$ cat src/rtl/miner_pkg.sv
// Shared types and defaults for the multi-core nonce dispatcher.
package miner_pkg;

    localparam int DEF_NONCE_W = 32;
    localparam int DEF_HASH_W  = 256;

    typedef enum logic [1:0] {
        IDLE,
        RUN,
        FOUND,
        EXHAUSTED
    } dispState_t;

    function automatic logic [4:0] popCount16(input logic [15:0] v);
        logic [4:0] n;
        n = '0;
        for (int i = 0; i < 16; i++) n = n + {4'b0, v[i]};
        return n;
    endfunction

endpackage

$ cat src/rtl/lane_compare.sv
// Per-core hash check: strict unsigned less-than of a returned hash against the latched target.
module lane_compare #(
    parameter int HASH_W = 256
) (
    input  logic [HASH_W-1:0] hash,
    input  logic [HASH_W-1:0] target,
    output logic              lessThan
);

    // Equal is a miss: only a strictly smaller hash wins.
    assign lessThan = (hash < target);

endmodule

$ cat src/rtl/mining_dispatcher.sv
// Multi-core nonce dispatcher: hands consecutive nonces to SHA cores and reports the first winner.
// Defining DISPATCH_STATS_EN adds the hashes_checked counter output.
//   state     | meaning
//   IDLE      | waiting for start
//   RUN       | dispatching nonces, checking returned hashes
//   FOUND     | winning nonce held until ack
//   EXHAUSTED | whole nonce space tried without a hit, held until ack
module mining_dispatcher
    import miner_pkg::*;
#(
    parameter int NUM_CORES = 4,
    parameter int NONCE_W   = DEF_NONCE_W,
    parameter int HASH_W    = DEF_HASH_W
) (
    input  logic                         clk,
    input  logic                         rst,
    input  logic                         start,
    input  logic                         abort,
    input  logic                         ack,
    input  logic [NONCE_W-1:0]           nonce_base,
    input  logic [HASH_W-1:0]            target,
    output logic [NUM_CORES-1:0]         core_start,
    output logic [NUM_CORES*NONCE_W-1:0] core_nonce,
    input  logic [NUM_CORES-1:0]         core_done,
    input  logic [NUM_CORES*HASH_W-1:0]  core_hash,
    output logic                         busy,
    output logic                         found_valid,
    output logic [NONCE_W-1:0]           found_nonce,
`ifdef DISPATCH_STATS_EN
    output logic [31:0]                  hashes_checked,
`endif
    output logic                         exhausted
);

    dispState_t           state, stateNext;
    logic [HASH_W-1:0]    targetLatched;
    logic [NONCE_W-1:0]   nextNonce;
    logic                 issuedAll;
    logic [NUM_CORES-1:0] coreBusy;
    logic [NUM_CORES-1:0] accepted;
    logic [NUM_CORES-1:0] laneLess;
    logic [NUM_CORES-1:0] hitVec;
    logic [NUM_CORES-1:0] freeFirst;
    logic [NUM_CORES-1:0] dispatchVec;
    logic [NUM_CORES-1:0] busyAfter;
    logic                 anyHit;
    logic                 canDispatch;
    logic                 exhaustNow;
    logic                 startRun;
    logic [NONCE_W-1:0]   winNonce;

    for (genvar i = 0; i < NUM_CORES; i++) begin : gLane
        lane_compare #(
            .HASH_W(HASH_W)
        ) uCompare (
            .hash    (core_hash[i*HASH_W +: HASH_W]),
            .target  (targetLatched),
            .lessThan(laneLess[i])
        );
    end

    // Completions only count in RUN and only from cores we actually launched.
    assign accepted    = (state == RUN) ? (core_done & coreBusy) : '0;
    assign hitVec      = accepted & laneLess;
    assign anyHit      = |hitVec;
    assign canDispatch = (state == RUN) && !issuedAll && !anyHit && !abort;
    assign startRun    = (state == IDLE) && start && !abort;

    always_comb begin
        freeFirst = '0;
        for (int i = NUM_CORES - 1; i >= 0; i--) begin
            if (!coreBusy[i]) begin
                freeFirst    = '0;
                freeFirst[i] = 1'b1;
            end
        end
    end

    always_comb begin
        winNonce = '0;
        for (int i = NUM_CORES - 1; i >= 0; i--) begin
            if (hitVec[i]) winNonce = core_nonce[i*NONCE_W +: NONCE_W];
        end
    end

    // Uses the registered busy mask, so a core finishing this edge is reused next edge at the earliest.
    assign dispatchVec = canDispatch ? freeFirst : '0;
    assign busyAfter   = (coreBusy & ~accepted) | dispatchVec;
    assign exhaustNow  = issuedAll && (busyAfter == '0) && !anyHit;

    always_ff @(posedge clk or posedge rst) begin
        if (rst) state <= IDLE;
        else     state <= stateNext;
    end

    always_comb begin
        stateNext   = state;
        busy        = 1'b0;
        found_valid = 1'b0;
        exhausted   = 1'b0;
        case (state)
            IDLE: begin
                if (startRun) stateNext = RUN;
            end
            RUN: begin
                busy = 1'b1;
                if (abort)           stateNext = IDLE;
                else if (anyHit)     stateNext = FOUND;
                else if (exhaustNow) stateNext = EXHAUSTED;
            end
            FOUND: begin
                found_valid = 1'b1;
                if (abort || ack) stateNext = IDLE;
            end
            EXHAUSTED: begin
                exhausted = 1'b1;
                if (abort || ack) stateNext = IDLE;
            end
            default: stateNext = IDLE;
        endcase
    end

    always_ff @(posedge clk or posedge rst) begin
        if (rst) begin
            targetLatched <= '0;
            nextNonce     <= '0;
            issuedAll     <= 1'b0;
            coreBusy      <= '0;
            core_start    <= '0;
            core_nonce    <= '0;
            found_nonce   <= '0;
        end else begin
            core_start <= dispatchVec;
            if (abort) begin
                coreBusy <= '0;
            end else if (startRun) begin
                targetLatched <= target;
                nextNonce     <= nonce_base;
                issuedAll     <= 1'b0;
                coreBusy      <= '0;
            end else if (state == RUN) begin
                // After a hit the remaining cores drain unobserved.
                coreBusy <= anyHit ? '0 : busyAfter;
                if (anyHit) found_nonce <= winNonce;
            end
            for (int i = 0; i < NUM_CORES; i++) begin
                if (dispatchVec[i]) core_nonce[i*NONCE_W +: NONCE_W] <= nextNonce;
            end
            // The wrapped value after all-ones is never launched.
            if (|dispatchVec) begin
                nextNonce <= nextNonce + NONCE_W'(1);
                if (&nextNonce) issuedAll <= 1'b1;
            end
        end
    end

`ifdef DISPATCH_STATS_EN
    logic [15:0] acceptedWide;
    logic [32:0] statsSum;

    always_comb begin
        acceptedWide                = '0;
        acceptedWide[NUM_CORES-1:0] = accepted;
    end

    assign statsSum = {1'b0, hashes_checked} + 33'(popCount16(acceptedWide));

    always_ff @(posedge clk or posedge rst) begin
        if (rst)                         hashes_checked <= '0;
        else if (startRun)               hashes_checked <= '0;
        else if (state == RUN && !abort) hashes_checked <= statsSum[32] ? '1 : statsSum[31:0];
    end
`endif

endmodule

$ cat config.mk
export PLATFORM = sky130hd
export DESIGN_NAME = mining_dispatcher
export DESIGN_NICKNAME = d
export VERILOG_FILES = /design/src/rtl/miner_pkg.sv /design/src/rtl/lane_compare.sv /design/src/rtl/mining_dispatcher.sv
export SDC_FILE = /design/constraint.sdc
export NUM_CORES = 2
export LEC_CHECK = 0
export BUFFER_PORTS_ARGS = -buffer_cell sky130_fd_sc_hd__buf_2
export CAP_MARGIN = 0
export CORE_AREA = 5 5 578 580
export DETAILED_ROUTE_END_ITERATION = 10
export DIE_AREA = 0 0 583 585
export HOLD_SLACK_MARGIN = 0.08
export PLACE_DENSITY_LB_ADDON = 0.1
export SYNTH_ARGS = -nofsm -noshare
export SYNTH_HDL_FRONTEND = slang
export SYNTH_HIERARCHICAL = 1
export SYNTH_SLANG_ARGS = --single-unit
$ cat constraint.sdc
create_clock -name clk -period 31.1 [get_ports clk]
set_input_delay 4.665 -clock clk [delete_from_list [all_inputs] [get_ports clk]]
set_output_delay 4.665 -clock clk [all_outputs]
set_load 0.05 [all_outputs]
# Yosys cells after proc, flatten, opt, wreduce, memory -nomap -nowiden
# Index checks and enable logic that the tools add are counted.
# totals
out_inout_bits	167
reg_bits	459
# classes
n_lt_le_gt_ge	4
n_eq_ne	7
addsub	1
bitwise	7
reduce_logical	23
muxes	30
# op_table
cell	count
$lt A256 B256 Y1	4
$mux W32	7
$mux W4	10
$add A32 B1 Y32 const B	1
$reduce_and A32 Y1	1
$and A4 B4 Y4	3
$mux W2	5
$reduce_or A4 Y1	2
$logic_and A1 B1 Y1	7
$mux W1	7
$pmux W2 S3	1
$eq A2 B2 Y1 const B	2
$logic_not A4 Y1	1
$ne A2 B1 Y1 const B	2
$ne A4 B4 Y1 const B	1
$not A4 Y4	1
$or A4 B4 Y4	1
$reduce_and A2 Y1	2
$reduce_and A4 Y1	1
$logic_not A1 Y1	3
$reduce_and A3 Y1	1
$reduce_bool A3 Y1	1
$eq A2 B1 Y1 const B	1
$logic_not A2 Y1	1
5 further kinds	6

# Depth between registers and ports, before layout
# logic_depth
ltp_word	16
ltp_mapped	19
depth_no_buf	16

# Modules after synthesis
# The synthesis kept the hierarchy.
# by_module_without_submodules
mod	area_per_inst_um2	cells_each	instances	seq_area_each_um2
lane_compare	6441.2	919	4	0.0
mining_dispatcher	18619.1	1871	1	11486.0

# Worst setup path after synthesis
# Ideal clock, no wire load.
# synth_path
path_kind	in2reg
startpoint	input port core_hash[947]
endpoint	register core_nonce[104]
stages	16
setup_time_ps	125
required_time_ps	30975
path_slack_ps	22378
arrival_ps	8598
n_path_buf	2
path_cell_list	ha_1 nand4_1 nor4_1 nand4_1 nor3_2 nand4_1 or2_0 a31oi_1 and3b_1 and3_1 or4_4 or4_1 buf_2 nor4b_4 buf_6 mux2_2
# synth_between
elab_chain_cells	7
# synth_rtl
element	line	text
start, declared	mining_dispatcher.sv:25	input logic [NUM_CORES*HASH_W-1:0] core_hash,
$lt A256 B256 Y1	lane_compare.sv:11	assign lessThan = (hash < target);
named net laneLess[3]	mining_dispatcher.sv:41	logic [NUM_CORES-1:0] laneLess;
$and A4 B4 Y4	mining_dispatcher.sv:64	assign hitVec = accepted & laneLess;
$reduce_or A4 Y1	mining_dispatcher.sv:65	assign anyHit = |hitVec;
$logic_not A1 Y1	mining_dispatcher.sv:66	assign canDispatch = (state == RUN) && !issuedAll && !anyHit && !abort;
$logic_and A1 B1 Y1 (2 in a row)	mining_dispatcher.sv:66	
$mux W4	mining_dispatcher.sv:87	assign dispatchVec = canDispatch ? freeFirst : '0;
end signal, assigned by index	mining_dispatcher.sv:147	if (dispatchVec[i]) core_nonce[i*NONCE_W +: NONCE_W] <= nextNonce;
end, declared	mining_dispatcher.sv:23	output logic [NUM_CORES*NONCE_W-1:0] core_nonce,
# The timed path passes the listed nets, and every way through them passes these cells.
# A chain may end at the register's enable or synchronous reset.

# Worst setup path after layout
# layout_path
startpoint	input port core_hash[175]
endpoint	register core_nonce[119]
# The elaborated chain is that of the path after synthesis.

==> flow_summary.toml <==
[synth]
synth_ff_type = "dfrtp_1"
synthCells = 5547
ys_seq_area_share_pct = 25.88
syn_area_um2 = 44380
ys_warn_count = 6
ys_async_sr_fraction_pct = 100.0
yosys-top-cells-area = "ha_1 29%, dfrtp_1 26%, nand2_1 9.2%"
syn_area_per_cell_um2 = 8.001
ys_types = 68
syn_nets = 7889
yosysTopAreaCell = "ha_1"
synth-edff-count = 0
yosys.area.top_type_share_pct = 28.78
ys_seq_elements = 459

[power]
seqPwrFrac_pct = 28.9
switchingPower_mw = 1.517
p_int_mw = 1.863
ir_drop_uv = 35.46
p_clk_share_pct = 29.0
power_density_nw_per_um2 = 55.84
p_comb_share_pct = 42.1
swShare_pct = 44.88
p_leak_nw = 31.45
power_mw = 3.380

[placed_design]
hpwl_um = 281900
io_buffer_count = 1487
placed_area_um2 = 57320
gp_congestion = 0.8835

[clocking]
cts_root_buffer = "clkbuf_16"
cts.path.max_buffers = 4
cts_made_buffers = 80
clkSinkCount = 459
cts_hold_buffers = 0
cts_resized = 0
post_cts_buffers = 0
cts_htree_levels = 3
path_clk_slew_ns = 0.05
insertion_delay_ns = 0.79
cts_tree = "built"

[layout]
nets = 9385
final_util_pct = 18.41
syn2layout_area_growth_pct = 36.37
drive_gt1_share_pct = 26.14
finalInstanceArea_um2 = 60520

[setup_path]
cpMostUsedCell = "nand4_1"
cpMaxStageDelayCell = "nor4_1"
arrival_ns = 11.43
worstPathRequired_ns = 31.76
critPathMaxFanout = 34
slowest_delay_ns = 0.90
crit_buf_inv = 3
crit_chain = "buf_2 -> ha_1 -> nand4_1 -> nor4_1 -> nand4_1 -> nor3_2 -> nand4_1 -> or2_0 -> a31oi_1 -> and3b_1 -> nand3_1 -> nor2_4 -> buf_4 -> or4_1 -> nor4b_4 -> buf_4 -> mux2_2"
cp_top_family = "simple AND/OR/NAND/NOR gates"
setup.worst_path.class = "input port to flop"
start_kind = "input port"
endpoint_kind = "flop"

[sta]
hold_violations = 0
tightest_slew_ns = 1.179
rsz0062_at_grt = "false"
setup_viol = 0
max_slew_margin_pct = 20.17
finalSetupTns_ns = 0
holdWs_ns = 0.5239
finalCritPeriodShare_pct = 34.63
period_minus_slack_ns = 10.77
fin_skew_ns = 0.05954
maxSlewViolCount = 0
fmax_ghz = 0.09284

[outcome]
outcome = "finished, final reports clean"

[drt]
drt_iter0_drc = 2401
vias = 46870
drt-total-wl_um = 321100
drt-vias-per-instance = 4.024
drt-pass1-iter-count = 5
avgRoutedWirePerCell_um = 27.57
final_antenna_net_count = 0
post-route-drc-count = 0

[grt]
track_usage_pct = 18.11
grt_pass1_vias = 47260
antenna_found_initial = 511
grt_max_degree = 126
grt_pass1_wl_um = 420900
gr-total-overflow = 0

[die]
die_w_um = 583
io_pins = 1488
coreArea_um2 = 328700
dieHeight_um = 585
rows = 211
start_util_pct = 13.50
die_area_um2 = 341100

[min_path]
hp-class = "flop to flop"

[flow_run]
cap_viol_max_count = 0
-- worst reg2reg max path, cell delays in order, from the launching register on --
cell and delay, ns:
dfrtp_1 0.57, inv_1 0.09, ha_1 0.33, nand4_1 0.17, nor4_1 0.89, nand4_1 0.29, nor3_2 0.56, nand4_1 0.39
or2_0 0.45, a31oi_1 0.62, and3b_1 0.30, nand3_1 0.17, nor2_4 0.04, buf_4 0.29, or4_1 0.80, nor4b_4 0.35
buf_4 0.53, mux2_2 0.48
-- area by class of cell --
cell class	instances	area, um^2
clock buffers	105	2257
well taps	4366	5463
multi-input cells	3922	28600
flip-flops and latches	459	11490
fillers	37600	268200
clock inverters	30	486.7
repair buffers	1536	7848
diodes	184	460.4
inverters	1044	3926
-- registers in the layout, indices dropped and copies added, names as in the netlist --
name           count
core_nonce       128
core_start         4
issuedAll          1
found_nonce       32
coreBusy           4
nextNonce         32
state              2
targetLatched    256
-- per-stage QoR --
| stage | setup WS (ns) | instances |
|---|---|---|
| finish | 20.33 | 11650 |
| global route | 19.73 | 11580 |
| CTS | 19.90 | 11460 |
| detailed placement | 19.03 | 11330 |
| floorplan | 13.64 | 5547 |
| global placement | 19.22 | 11330 |
-- layer usage --
layer  part of all wire [%]  global-route usage [%]  vias up
met3                    9.0                   6.833      837
li1                       -                       -    22190
met1                     38                   19.86    21690
met4                    3.5                   5.436      266
met2                     49                   32.36     1887
met5                   0.52                       0        -
-- power groups by stage --
stage | logic [mW] | clock network, mW | registers (mW)
after detailed placement | 1.44 | 0 | 1.00
after CTS | 1.45 | 1.03 | 0.990
after global routing | 1.63 | 1.04 | 1.00
final | 1.42 | 0.979 | 0.977
after global placement | 1.43 | 0 | 1.00
after floorplan | 0.777 | 0 | 1.02
-- path summary, 6_finish.rpt --
kind                       cells past startpoint                from  slack (ns)                  to
hold / removal                                 1       core_nonce[1]        0.52       core_nonce[1]
min in group asynchronous                      2                 rst        3.86   targetLatched[13]
max in group asynchronous                      6                 rst       23.58  targetLatched[239]
setup reg to reg                              17  targetLatched[179]       23.71     core_nonce[119]
hold reg to reg                                1       core_nonce[1]        0.52       core_nonce[1]
setup / recovery                              17      core_hash[175]       20.33     core_nonce[119]
-- synth_stat cells (10+ instances only) --
master and n:
ha_1 1021, a211oi_1 44, inv_1 1044, nand4_1 149, mux2_2 128, dfrtp_1 459
o21ai_0 120, nor3_1 92, clkbuf_1 108, a21o_1 113, o21ai_1 40, a31oi_1 65
and4_1 29, nor2_1 158, a2111oi_0 16, nand2b_1 18, nor4_1 28, nand3_1 115
a221oi_1 17, or3_1 12, o22ai_1 14, a221o_1 42, a21oi_1 377, and3_1 10
nand2_1 1091, a211o_1 16, nor2b_1 24, o211ai_1 57
-- kinds of logic (layout without fill, tap and decap cells) --
family	count (synthesis)	after routing	synth area share, %
buf+inv	1166	2715	9.960
fa+ha+maj	1021	1021	28.78
mux	129	129	3.270
compound gates	995	995	14.20
other cells	0	184	0
simple gates	1777	1777	17.91
flops	459	459	25.88
-- cell usage in the layout, fill, tap and decap left out, drive strengths merged, types with 105 or more instances in the layout --
| cell | netlist | layout |
|---|---|---|
| diode | 0 | 184 |
| inv | 1044 | 1045 |
| nand3 | 119 | 119 |
| clkbuf | 109 | 105 |
| nand2 | 1095 | 1095 |
| nand4 | 153 | 153 |
| a21o | 113 | 113 |
| buf | 13 | 1536 |
| nor2 | 158 | 158 |
| dfrtp | 459 | 459 |
| a21oi | 377 | 377 |
| o21ai | 160 | 160 |
| mux2 | 128 | 128 |
| ha | 1021 | 1021 |
No activity file was read; power rests on OpenSTA's default activity.
